File: config.mk
export PLATFORM = sky130hd
export DESIGN_NAME = yutorina_spm_arbiter
export DESIGN_NICKNAME = d
export VERILOG_FILES = /design/src/rtl/yutorina_spm_arbiter.sv
export SDC_FILE = /design/constraint.sdc
export NUM_CORES = 1
export LEC_CHECK = 0
export ABC_CLOCK_PERIOD_IN_PS = 1800
export BUFFER_PORTS_ARGS = -buffer_cell sky130_fd_sc_hd__buf_2
export CELL_PAD_IN_SITES_DETAIL_PLACEMENT = 1
export CELL_PAD_IN_SITES_GLOBAL_PLACEMENT = 2
export CORE_MARGIN = 2
export CORE_UTILIZATION = 10
export CTS_CLUSTER_DIAMETER = 50
export DETAILED_ROUTE_END_ITERATION = 6
export PLACE_DENSITY = 0.92
export SLEW_MARGIN = 20
export SYNTH_ARGS = -nofsm -noshare
export SYNTH_HDL_FRONTEND = slang
export SYNTH_SLANG_ARGS = --single-unit
export TNS_END_PERCENT = 100
File: constraint.sdc
create_clock -name clock -period 1.8 [get_ports clock]
set_clock_uncertainty 0.2 [all_clocks]
set_input_delay 0.18 -clock clock [delete_from_list [all_inputs] [get_ports clock]]
set_output_delay 0.18 -clock clock [all_outputs]
set_load 0.1 [all_outputs]
File: src/rtl/yutorina_spm_arbiter.sv
// yutorina_spm_arbiter: shares the single-port SPM between fetch (read-only) and memory access (read/write).
module yutorina_spm_arbiter #(
  parameter int DATA_WIDTH = 32,
  parameter int ADDR_WIDTH = 12,
  parameter int MAX_MEM_STREAK = 3
)(
  input  logic                  clock,
  input  logic                  reset,
  input  logic                  fetch_request,
  input  logic [ADDR_WIDTH-1:0] fetch_address,
  output logic                  fetch_grant,
  output logic                  fetch_stall,
  output logic                  fetch_read_valid,
  output logic [DATA_WIDTH-1:0] fetch_read_data,
  input  logic                  mem_request,
  input  logic                  mem_write_enable,
  input  logic [ADDR_WIDTH-1:0] mem_address,
  input  logic [DATA_WIDTH-1:0] mem_write_data,
  output logic                  mem_grant,
  output logic                  mem_read_valid,
  output logic [DATA_WIDTH-1:0] mem_read_data,
  output logic [ADDR_WIDTH-1:0] spm_address,
  output logic                  spm_write_enable,
  output logic [DATA_WIDTH-1:0] spm_write_data,
  input  logic [DATA_WIDTH-1:0] spm_read_data
);
  logic [3:0] streak;
  logic       starved;
  // Grants are gated by reset so nothing reaches the SPM while reset is held.
  always_comb begin
    starved = streak == 4'(MAX_MEM_STREAK);
    mem_grant = reset & mem_request & ~(fetch_request & starved);
    fetch_grant = reset & fetch_request & ~mem_grant;
    fetch_stall = reset & fetch_request & ~fetch_grant;
    spm_address = mem_grant ? mem_address : fetch_grant ? fetch_address : '0;
    spm_write_enable = mem_grant & mem_write_enable;
    spm_write_data = mem_grant ? mem_write_data : '0;
  end
  assign fetch_read_data = spm_read_data;
  assign mem_read_data = spm_read_data;
  always_ff @(posedge clock or negedge reset)
    if (!reset) begin
      streak <= '0;
      fetch_read_valid <= 1'b0;
      mem_read_valid <= 1'b0;
    end else begin
      streak <= (fetch_grant | ~fetch_request) ? '0 : (mem_grant & ~starved) ? streak + 4'd1 : streak;
      fetch_read_valid <= fetch_grant;
      mem_read_valid <= mem_grant & ~mem_write_enable;
    end
endmodule

* Word level (Yosys, flattened, before mapping)
Cells that the tools add are included.
** Storage, ports and cells
- Word-level logic and storage cells :: 27
- Register bits :: 6
** Cells by class
- Equal/unequal tests :: 1
- Bitwise logic cells :: 16
- Reductions and logical operators :: 1
- Multiplexer cells :: 5
- $add $sub $neg :: 1
** Operators with widths (number)
- 32-bit 2-to-1 mux :: 1
- 12-bit 2-to-1 mux :: 2
- 1-bit bitwise AND :: 9
- 4-bit 2-to-1 mux :: 2
- 1-bit NOT :: 6
- 4-bit by 1-bit adder with 4-bit output, second input constant :: 1
- 4-bit by 2-bit equality test with 1-bit output, second input constant :: 1
- 2-bit nonzero test :: 1
- 1-bit OR :: 1

* Logic depth before layout (Yosys ltp)
- Depth after elaboration :: 8
- Depth in mapped cells :: 6
- Depth with buffers taken out :: 4

* Least setup slack after synthesis
No wires, ideal clock.
- Path kind :: register to output
- Start point :: register streak[0]
- End point :: output port spm_write_data[21]
- Buffers on the path :: 1
- Arrival :: 2.262 ns
- Setup slack :: -0.842 ns
- Cell stages (with the launch flop) :: 6
- Required time :: 1.420 ns
- Cells stage by stage :: dfrtp_1 > ha_1 > nor3b_1 > a21oi_1 > buf_2 > and2_1
** On the way
- Word-level cells in the longest chain between the ends :: 5
** RTL lines
- start: declaration :: line 27 : logic [3:0] streak;
- start signal: assignment :: line 47 : streak <= (fetch_grant | ~fetch_request) ? '0 : (mem_grant & ~starved) ? streak + 4'd1 : streak;
- 4-bit by 2-bit equality test with 1-bit output :: line 31 : starved = streak == 4'(MAX_MEM_STREAK);
- 1-bit bitwise AND :: line 32 : mem_grant = reset & mem_request & ~(fetch_request & starved);
- 1-bit NOT :: line 32
- 1-bit bitwise AND :: line 32
- net mem_grant :: line 19 : output logic mem_grant,
- 32-bit 2-to-1 mux :: line 37 : spm_write_data = mem_grant ? mem_write_data : '0;
- end: declaration :: line 24 : output logic [DATA_WIDTH-1:0] spm_write_data,
The timed path passes the listed nets, and every way through them passes these cells.

* Worst setup path in the final report
- Start point :: register streak[1]
- End point :: output port spm_address[4]
** On the way
- Word-level cells in the longest chain between the ends :: 8
** RTL lines
- 4-bit by 2-bit equality test with 1-bit output (*) :: line 31
- 1-bit bitwise AND (*) :: line 32
- 1-bit NOT (*) :: line 32
- 1-bit bitwise AND (*) :: line 32
- 1-bit NOT :: line 33 : fetch_grant = reset & fetch_request & ~mem_grant;
- 1-bit bitwise AND :: line 33
- 12-bit 2-to-1 mux :: line 35 : spm_address = mem_grant ? mem_address : fetch_grant ? fetch_address : '0;
- 12-bit 2-to-1 mux (*) :: line 35
- end: declaration :: line 22 : output logic [ADDR_WIDTH-1:0] spm_address,
Mark *: on every way between the ends. The rest lies on a longest branch, timed or not.

==> flow_metrics.env <==
export IMPL_run_status="finished, violations left"
export IMPL_violations="negative setup slack"
export IMPL_cts_root_buf="clkbuf_16"
export IMPL_hold_viol=0
export IMPL_stdcell_count=356
export IMPL_synth_largest_area_cell="buf_4"
export IMPL_place_ws_ns=-0.227
export IMPL_p_leak_nw=1.21
export IMPL_ant_nets=0
export IMPL_grt_max_degree=39
export IMPL_arrival_ns=1.89
export IMPL_h_tree_depth=1
export IMPL_p_per_area_nw_per_um2=522
export IMPL_synthCells=147
export IMPL_vias=1207
export IMPL_drtIter0Drc=36
export IMPL_wirelength_mm=5.06
export IMPL_dr_pass1_iters=4
export IMPL_dp_hpwl_mm=4.20
export IMPL_die_h_um=112
export IMPL_cts_buffers_inserted=3
export IMPL_cp_max_fo=10
export IMPL_core_um2=11400
export IMPL_worstPathRequired_ns=1.42
export IMPL_synth_warnings=0
export IMPL_setup_slack_ns=-0.469
export IMPL_cp_end_kind="primary output"
export IMPL_cts_tree="yes"
export IMPL_layout_min_cycle_time_ns=2.27
export IMPL_synthTopCellsByArea="buf_4 43%, and2_1 18%, dfrtp_1 13%"
export IMPL_layout_nets=306
export IMPL_wl_per_cell_um=14.2
export IMPL_crit_type="reg -> out"
export IMPL_total_power_mw=1.34
export IMPL_vias_per_cell=3.39
export IMPL_fillers=1292
export IMPL_dieWidth_um=112
export IMPL_ir_drop_mv=0.233
export IMPL_grt_pass1_vias=1340
export IMPL_synth_cell_types=25
export IMPL_cts_sinks=6
export IMPL_initial_utilization_pct=10.2
export IMPL_postSynthAreaPerCell_um2=7.94
export IMPL_slew_headroom_pct=67.4
export IMPL_r2r_cells=6
export IMPL_setup_viol=48
export IMPL_ys_seq_elements=6
export IMPL_synth_top_cell_area_share_pct=43.1
export IMPL_worstHoldPathCells=2
export IMPL_final_common_cell="buf_2"
export IMPL_clkTransAtPathRegs_ns=0.04
export IMPL_fin_tns_setup_ns=-18.65
export IMPL_routed_wl_met3_um=613
export IMPL_clockBufferDepth=2
export IMPL_highest_layer="met4"
export IMPL_clk_latency_ns=0.23
export IMPL_holdWs_ns=0.0656
export IMPL_grt_total_usage_pct=7.53
export IMPL_dieArea_um2=12600
export IMPL_syn2layout_area_growth_pct=120
export IMPL_gp_congestion=0.777
export IMPL_finalCritPeriodShare_pct=126
export IMPL_syn_num_nets=241
export IMPL_layout_drive_gt1_share_pct=86.7
export IMPL_numPortBuffers=110
export IMPL_mostFrequentLayoutCells="63 x buf_2, 50 x buf_12, 34 x and2_4"
export IMPL_grt_overflow_total=0
export IMPL_finalMaxSlewViolations=0
export IMPL_yosysSeqAreaShare_pct=12.9
export IMPL_drc=0
export IMPL_grt_pass1_wl_mm=7.31
export IMPL_met1Wirelength_mm=1.74
export IMPL_dp_cells=342
export IMPL_wl_met2_mm=2.51
export IMPL_cp_start_kind="flip-flop"
export IMPL_rows=39
export IMPL_antenna_found_initial=3
export IMPL_worst_pin_slew_ns=0.492
export IMPL_fmax_ghz=0.441
export IMPL_rsz0062_at_grt="yes"
export IMPL_hold_class="in -> reg"
export IMPL_cap_viol_max_count=0
export IMPL_synth_area_um2=1170
export IMPL_io_pins=207
## power breakdown
part	total, mW	switching [mW]	internal [mW]	leakage, nW
combinational	0.834	0.506	0.328	1.09
clock	0.364	0.0787	0.286	0.0370
sequential	0.141	0.00194	0.139	0.0821
total	1.34	0.586	0.753	1.21
## synthesized netlist by cell type, drive strengths merged
cell type / instances
a21oi: 2
nand2: 5
nor3: 1
and3: 1
nand3: 2
buf: 70
ha: 1
nand2b: 1
o21ai: 1
dfrtp: 6
o31a: 1
nand3b: 1
or3b: 1
nor3b: 1
nor2: 1
a21boi: 1
o21a: 1
o31ai: 1
nor2b: 3
a22o: 12
and2: 34
## timing repair
item | CTS | global route
buffers inserted | 1 | 4
hold buffers | 2 | 0
pin swaps | 4 | 6
setup endpoints to repair | 48 | 49
gates resized for setup | 6 | 3
hold endpoints to repair | 7 | 0
cloned | 1 | 0
## critical path: stages (launching register included)
cell and delay [ns]:
dfrtp_1 0.37, ha_2 0.20, or3b_4 0.41, a21oi_4 0.20, buf_12 0.16, a22o_4 0.14
buf_12 0.17
## stage by stage
step           util [%]  instance area, um2
6_report           22.5                2570
3_3_place_gp       20.8                2380
3_5_place_dp       20.8                2380
5_1_grt            22.5                2570
2_1_floorplan         -                1350
4_1_cts            22.0                2510
## state kept, by name, summed over array words and instances (netlist names)
| name | count |
|---|---|
| streak | 4 |
| mem_read_valid | 1 |
| fetch_read_valid | 1 |
## area by class of cell
cell class	instances	area, um2	area share (%)
tap	143	179	6.97
multi-input combinational	71	692	26.9
clock buffer	3	75.1	2.92
sequential	6	150	5.85
antenna	3	7.51	0.292
timing repair buffer	130	1460	57.0
## final timing paths
check | slack, ns | endpoint | start
worst max register to register | 0.02 | fetch_read_valid | streak[1]
worst min-delay path | 0.07 | streak[2] | fetch_request
max in group asynchronous | 0.90 | streak[0] | reset
worst min register to register | 0.51 | streak[0] | streak[0]
worst max-delay path | -0.47 | spm_address[4] | streak[1]
min in group asynchronous | 0.17 | fetch_read_valid | reset
## routing by layer
| metal | up-vias | track usage [%] |
|---|---|---|
| li1 | 542 | - |
| met1 | 544 | 7.51 |
| met5 | - | 0 |
| met3 | 17 | 3.08 |
| met2 | 104 | 13.0 |
| met4 | 0 | 4.88 |
## cell families (layout without fill, tap and decap cells)
kind of cell             count (synthesis)  after routing  synth area share (%)
AO/OA/AOI/OAI                           19             19                  14.8
adder cells (fa/ha/maj)                  1              1                  1.07
buffers and inverters                   70            133                  44.9
flip-flops                               6              6                  12.9
other                                    0              3                     0
AND/OR/NAND/NOR                         51             51                  26.4
No activity file was read; power rests on OpenSTA's default activity.
